==> src/rtl/gate_sweep_ctrl.sv <==
`default_nettype none
// ============================================================================
// Module  : gate_sweep_ctrl
// Brief   : Drives every input vector onto a combinational gate under test,
//           captures its truth table and compares it against an expected one.
// Rev     : 1.0  initial release
// ============================================================================
module gate_sweep_ctrl #(
   parameter int N_IN          = 2,
   parameter int SETTLE_CYCLES = 2
) (
   input  logic                  clk,
   input  logic                  rst_n,
   input  logic                  start,
   input  logic                  abort,
   input  logic [(1<<N_IN)-1:0]  exp_tt,
   input  logic                  gate_y,
   output logic [N_IN-1:0]       gate_in,
   output logic                  busy,
   output logic                  done,
   output logic                  pass,
   output logic [(1<<N_IN)-1:0]  captured,
   output logic [(1<<N_IN)-1:0]  fail_mask
);

   localparam int V = 1 << N_IN;

   localparam logic [1:0]      c_IDLE        = 2'd0;
   localparam logic [1:0]      c_SETTLE      = 2'd1;
   localparam logic [1:0]      c_SAMPLE      = 2'd2;
   localparam logic [3:0]      c_SETTLE_LOAD = 4'(SETTLE_CYCLES);
   localparam logic [N_IN-1:0] c_IDX_LAST    = '1;

   logic [1:0]      r_state;
   logic [1:0]      w_state;
   logic [V-1:0]    r_exp,  w_exp;
   logic [3:0]      r_cnt,  w_cnt;
   logic [N_IN-1:0] r_gate_in, w_gate_in;
   logic            r_busy, w_busy;
   logic            r_done, w_done;
   logic            r_pass, w_pass;
   logic [V-1:0]    r_cap,  w_cap;
   logic [V-1:0]    r_fail, w_fail;
   logic [V-1:0]    w_cap_smp;

   always_ff @(posedge clk or negedge rst_n) begin
      if (!rst_n) begin
         r_state <= c_IDLE;
      end else begin
         r_state <= w_state;
      end
   end

   always_comb begin
      w_state = r_state;
      case (r_state)
         c_IDLE: begin
            if (start) begin
               w_state = c_SETTLE;
            end
         end
         c_SETTLE: begin
            if (abort) begin
               w_state = c_IDLE;
            end else if (r_cnt == 4'd1) begin
               w_state = c_SAMPLE;
            end
         end
         c_SAMPLE: begin
            if (abort || (r_gate_in == c_IDX_LAST)) begin
               w_state = c_IDLE;
            end else begin
               w_state = c_SETTLE;
            end
         end
         default: w_state = c_IDLE;
      endcase
   end

   // The driven vector doubles as the sweep index: they are equal throughout a sweep.
   always_comb begin
      w_exp     = r_exp;
      w_cnt     = r_cnt;
      w_gate_in = r_gate_in;
      w_busy    = r_busy;
      w_done    = 1'b0;
      w_pass    = r_pass;
      w_cap     = r_cap;
      w_fail    = r_fail;
      w_cap_smp = r_cap;
      w_cap_smp[r_gate_in] = gate_y;
      case (r_state)
         c_IDLE: begin
            if (start) begin
               w_exp     = exp_tt;
               w_cnt     = c_SETTLE_LOAD;
               w_gate_in = '0;
               w_busy    = 1'b1;
               w_pass    = 1'b0;
               w_cap     = '0;
               w_fail    = '0;
            end
         end
         c_SETTLE: begin
            if (abort) begin
               w_busy    = 1'b0;
               w_gate_in = '0;
            end else begin
               w_cnt = r_cnt - 4'd1;
            end
         end
         c_SAMPLE: begin
            if (abort) begin
               w_busy    = 1'b0;
               w_gate_in = '0;
            end else begin
               w_cap = w_cap_smp;
               if (r_gate_in == c_IDX_LAST) begin
                  w_busy = 1'b0;
                  w_done = 1'b1;
                  w_fail = w_cap_smp ^ r_exp;
                  w_pass = ~|(w_cap_smp ^ r_exp);
               end else begin
                  w_gate_in = r_gate_in + N_IN'(1);
                  w_cnt     = c_SETTLE_LOAD;
               end
            end
         end
         default: ;
      endcase
   end

   always_ff @(posedge clk or negedge rst_n) begin
      if (!rst_n) begin
         r_exp     <= '0;
         r_cnt     <= '0;
         r_gate_in <= '0;
         r_busy    <= 1'b0;
         r_done    <= 1'b0;
         r_pass    <= 1'b0;
         r_cap     <= '0;
         r_fail    <= '0;
      end else begin
         r_exp     <= w_exp;
         r_cnt     <= w_cnt;
         r_gate_in <= w_gate_in;
         r_busy    <= w_busy;
         r_done    <= w_done;
         r_pass    <= w_pass;
         r_cap     <= w_cap;
         r_fail    <= w_fail;
      end
   end

   assign gate_in   = r_gate_in;
   assign busy      = r_busy;
   assign done      = r_done;
   assign pass      = r_pass;
   assign captured  = r_cap;
   assign fail_mask = r_fail;

endmodule
`default_nettype wire

==> config.mk <==
export PLATFORM = sky130hd
export DESIGN_NAME = gate_sweep_ctrl
export DESIGN_NICKNAME = d
export VERILOG_FILES = /design/src/rtl/gate_sweep_ctrl.sv
export SDC_FILE = /design/constraint.sdc
export NUM_CORES = 1
export LEC_CHECK = 0
export ABC_CLOCK_PERIOD_IN_PS = 4600
export BUFFER_PORTS_ARGS = -buffer_cell sky130_fd_sc_hd__buf_2
export CORE_MARGIN = 2
export CORE_UTILIZATION = 42
export DETAILED_ROUTE_END_ITERATION = 8
export GPL_TIMING_DRIVEN = 0
export MAX_ROUTING_LAYER = met4
export PLACE_DENSITY = 0.73
export RECOVER_POWER = 25
export SETUP_SLACK_MARGIN = 0.3
export SLEW_MARGIN = 25
export SYNTH_ARGS = -nofsm -noshare
export SYNTH_HDL_FRONTEND = slang
export SYNTH_SLANG_ARGS = --single-unit
==> constraint.sdc <==
create_clock -name clk -period 4.6 [get_ports clk]
set_clock_uncertainty 0.1 [all_clocks]
set_input_delay 0.46 -clock clk [delete_from_list [all_inputs] [get_ports clk]]
set_output_delay 0.46 -clock clk [all_outputs]
set_load 0.01 [all_outputs]
=== After elaboration in Yosys (flattened, before gate mapping) ===
Index checks and enable logic that the tools add are counted.

* Bits in registers: 23
* Bits in latches: 0
* Bits in writable memories: 0
* Memory bits (read-only): 0
* Input bits: 9
* Output and inout port bits: 13
* Word-level logic and storage cells: 77
* Memories kept: 0

* Add/sub/neg operators: 2
* Multiply operators: 0
* Divide/modulo/power cells: 0
* Magnitude comparators: 2
* Eq/ne operators: 13
* Shifts and indexed selects: 0
* Multiplexer cells: 36
* Bitwise operators: 1
* Reductions and logical operators: 14

{| class="wikitable"
|+ Operator list
! cell !! count
|-
| $mux 4 || 8
|-
| $pmux 4 s2 || 2
|-
| $mux 2 || 7
|-
| $mux 1 || 12
|-
| $ne 2x2->1 const B || 6
|-
| $pmux 2 s3 || 2
|-
| $pmux 4 s3 || 1
|-
| $reduce_and 4->1 || 3
|-
| $ne 3x3->1 const B || 3
|-
| $reduce_and 5->1 || 1
|-
| $bwmux 4 || 1
|-
| $eq 2x2->1 const B || 2
|-
| $eq 4x1->1 const B || 1
|-
| $reduce_and 2->1 || 2
|-
| $reduce_or 4->1 || 1
|-
| $sub 4x1->4 const B || 1
|-
| $xor 4x4->4 || 1
|-
| $lt 2x3->1 const B || 1
|-
| $pmux 1 s3 || 1
|-
| $reduce_and 3->1 || 1
|-
| $reduce_bool 3->1 || 1
|-
| $add 2x1->2 const B || 1
|-
| $demux 1 s2 || 1
|-
| $eq 2x1->1 const B || 1
|-
| other kinds (7) || 7
|}

=== Depth between registers and ports, before layout ===
* Depth in word-level cells: 11
* Gate-level depth with buffers: 7
* Mapped depth without buffers: 6

=== Worst setup path after synthesis ===
OpenSTA, ideal clock, no wires.

* Path kind: register to register
* Start: reg r_state[0]
* End: reg r_gate_in[0] (netlist: gate_in[0])
* Library setup time: 125 ps
* Arrival: 1525 ps
* Required time: 4375 ps
* Setup slack: 2850 ps
* Stages on the path, launching flop included: 8
* Buffers on the path: 1
* Clock period less this slack: 1750 ps
* Path through: dfrtp_1 inv_1 ha_1 buf_6 nor2b_1 and2_4 or2_1 mux2_4

* Word-level cells in the longest chain between the ends: 3
* Elaborated cells on any way between the ends: 9
* Classes of those cells: eq/ne (5); mux (1); reduce/logical (3)

{| class="wikitable"
|+ Ends and longest elaborated chain
! what !! line !! RTL
|-
| start, declared || 34 || <nowiki>logic [1:0] r_state;</nowiki>
|-
| start signal, assigned || 48 || <nowiki>r_state <= c_IDLE;</nowiki>
|-
| start signal, assigned || 50 || <nowiki>r_state <= w_state;</nowiki>
|-
| $eq 2x2->1, or another cell as far along || 92 || <nowiki>case (r_state)</nowiki>
|-
| $ne 3x3->1 (no line), or another cell as far along || -- ||
|-
| $reduce_and 4->1 (no line) || -- ||
|-
| end signal, assigned || 146 || <nowiki>r_gate_in <= w_gate_in;</nowiki>
|-
| end, declared || 38 || <nowiki>logic [N_IN-1:0] r_gate_in, w_gate_in;</nowiki>
|}

Parallel ways exist; a longest one is shown, timed or not.
A chain may end at the register's enable or synchronous reset.

=== Worst setup path after layout ===
* Start: reg r_state[1]
* End: reg r_gate_in[0] (netlist: gate_in[0])

The elaborated chain is that of the path after synthesis.

==> summary.txt <==
Synthesis
  • Mapped cell area: 0.001331 mm^2
  • Post-synth top cells: 23 x dfrtp_1, 15 x o21ai_0, 12 x ha_1
  • Synthesized flop and latch total: 23
  • Count leader, synth: dfrtp_1
  • Mux contribution to synthesized area: 0.08365
  • EDFF count, synth: 0
  • Area share of fa/ha/maj cells after synthesis: 0.1128
  • Sequential share of the synthesized area: 0.4323
  • Main combinational cell family by area after synthesis: compound AO/OA/AOI/OAI gates
  • Simple-Gate Fraction of Synth Area: 0.1485
  • Syn nets: 150
  • Syn_area_per_cell: just over 10 um^2
  • Synth Area in Compound Gates: 0.1626
  • Synth Warn #: 0
  • Top cells by area, synth: dfrtp_1 43%, ha_1 11%, o21ai_0 5.6%, a22o_1 5.3%, mux2_2 4.2%
  • Ys async rst share: 1.000
  • Yosys top cell area share: 0.4323
  • Post-Synth XOR/XNOR Area: 0.02632
  • Synth area leader: dfrtp_1
  • Main synth FF type: dfrtp_1
  • Post-synth cell types: 33
  • Cell count after synthesis: 129

Place
  • Placement Cell Area: 0.001491 mm^2
  • Inst Count DP: around 190
  • Placement Setup Slack: roughly 2.8 ns
  • Number of port buffers: 21
  • Final GP Congestion: 0.8595
  • HPWL after detailed placement: 2060 um

Clock tree
  • Root Buffer: clkbuf_4
  • Post-CTS sizing: 0
  • CTS tree: yes
  • Number of clock sinks: 23
  • Setup bufs post-CTS: 0
  • Cts-stage hold buffer count: 0
  • TritonCTS Buffers: 3
  • Clock buffer depth: 2
  • Worst-Skew Late Latency: between 0.3 and 0.4 ns
  • CTS H-tree lvls: 1
  • Clock-pin slew on the worst setup and hold paths: between 0.1 and 0.15 ns

Timing
  • Fmax: 537.3 MHz
  • Fin. Hold Viols: 0
  • Final setup margin: approximately 2.7 ns
  • Setup TNS: 0 ns
  • Setup violators final: 0
  • Rel. slew slack: 0.1764
  • Fin. max-slew vios: 0
  • Final Cycle Share: 0.4046
  • RSZ-0062 raised after global routing: false
  • Min cycle time layout: ~1.9 ns
  • Least-Margin Pin Slew: 1.235 ns

Drt
  • Initial drt markers: 35
  • Residual DRC count: 0
  • Routed Antenna Nets: 0
  • DR vias/cell: 5.364
  • Drt first pass iters: 4
  • DR WL/cell: 13.69 um
  • Vias post-DR: 1062
  • Routed WL: roughly 2700 um

Hold path
  • Worst min-delay path category: in2async

Cells and area
  • Ant. Diodes: 0
  • Fillers: slightly below 300
  • Non-filler instance count after layout: ~200
  • Multi-input logic area: a little over 700 um^2
  • Layout area overhead: 14.00%
  • Layout Nets: ~180
  • Fin area: ~0.0015 mm^2
  • Sequential Area: 575.6 um^2
  • Share of cells above drive strength 1: 0.2208

GRT
  • Number of global-route vias before repair: 1076
  • Total track usage: 0.1698
  • Initial antenna violation count: 0
  • First-pass GRT wire length: ~4600 um
  • Total grt overflow: 0
  • Largest net degree at the start of global routing: 24

Floorplanning
  • # IOs: 22
  • FP Rows: 20
  • Die Area: roughly 0.0036 mm^2
  • Die Y: 60.30 um
  • Die X: 60.30 um
  • Initial core utilization: 0.4397
  • Core Region: 0.003028 mm^2

Worst setup path
  • Worst EP arrival: 1.98 ns
  • Critical path peak fanout: 7
  • Slowest-stage cell, CP: dfrtp_1
  • Crit. End Element: register
  • Crit Path Category: reg2reg
  • CP delay by family, top: simple AND/OR/NAND/NOR gates
  • CP required: approximately 4.7 ns
  • CP Buf/Inv Count: 1
  • Worst-path cell chain: inv_1, ha_1, nand2b_1, nand3_1, or2_1, mux2_4
  • Critical Path Max Stage Delay: between 0.4 and 0.5 ns
  • Crit start category: register

Power and ir drop
  • Power Dens Cells: 396.1 mW/mm^2
  • Static Leak: 0.7286 nW
  • Peak VDD IR: 178.1 uV

Outcome
  • Status: finished, final reports clean

Run
  • Max cap viols: 0
==> power breakdown <==
group	internal, mW	switching, mW	total [mW]
Clock	0.0325	0.0631	0.0956
Sequential	0.244	0.0313	0.275
Combinational	0.102	0.129	0.231
==> routing by layer <==
| layer | wire length [um] | part of all wire | GRT usage | vias to the layer above |
|---|---|---|---|---|
| met3 | 104 | 0.038 | 0.02814 | 5 |
| met2 | 1405 | 0.52 | 0.3137 | 25 |
| met5 | 0 | 0 | - | - |
| li1 | - | - | - | 509 |
| met1 | 1171 | 0.43 | 0.1850 | 523 |
| met4 | 28 | 0.010 | 0.04762 | 0 |
==> sequential cells by signal, indices dropped and copies added (netlist names) <==
register / cells
r_exp: 4
pass: 1
busy: 1
r_cnt: 4
done: 1
gate_in: 2
captured: 4
r_state: 2
fail_mask: 4
==> through the flow <==
step / hold WS (ns) / power (mW) / utilization
CTS: 0.01234 / 0.6051 / 0.5017
global placement: 0.3533 / 0.4943 / 0.4926
floorplan: 0.06441 / 0.4511 / -
global route: 0.2704 / 0.6457 / 0.5012
detailed placement: 0.3614 / 0.5099 / 0.4926
finish: 0.2687 / 0.6012 / 0.5012
==> worst paths after layout <==
check,start,to,slack [ns],cells past startpoint
setup / recovery,r_state[1]$_DFFE_PN0P_,gate_in[0]$_DFFE_PN0P_,2.74,6
hold / removal,rst_n,captured[1]$_DFFE_PN0P_,0.27,1
setup reg to reg,r_state[1]$_DFFE_PN0P_,gate_in[0]$_DFFE_PN0P_,2.74,6
hold reg to reg,r_cnt[3]$_DFFE_PN0P_,r_cnt[3]$_DFFE_PN0P_,0.40,1
max in group asynchronous,rst_n,r_cnt[2]$_DFFE_PN0P_,3.40,1
min in group clk,exp_tt[3],r_exp[3]$_DFFE_PN0P_,0.27,2
==> cell usage in the layout (no fill, tap or decap), types with 2 or more instances in the layout <==
master and instances:
nor2b_1 3, nor3b_1 2, mux2i_1 4, clkbuf_4 3, ha_1 12, nor3_1 3
nand2b_1 3, inv_1 9, o21ai_0 15, nand2_1 10, buf_2 20, nor2_1 6
a21oi_1 2, a22o_1 8, nand3_1 3, dfrtp_1 23, mux2_2 5, xnor2_1 4
==> final cells by class <==
cell class	count	share of cell area
Timing Repair Buffer	21	0.06843
Buffer	1	0.007420
Sequential cell	23	0.3792
Multi-Input combinational cell	96	0.4683
Clock buffer	3	0.01484
Inverter	9	0.02226
Clock inverter	1	0.003298
Tap cell	44	0.03627
==> worst reg2reg max path, delay by kind of cell (launching register included) <==
family	cells	cell delay, ns
adders and majority gates	1	0.28
and+or+nand+nor	3	0.60
DFF	1	0.45
muxes	1	0.26
buffers and inverters	1	0.09
==> cells by family after synthesis <==
group                      count (synthesis)
AOI/OAI and AO/OA                         33
xor gates and xnor gates                   4
adders and majority gates                 12
buffers and inverters                     10
DFF                                       23
muxes                                     10
and+or+nand+nor                           37
Power figures use the tool's default switching activity.
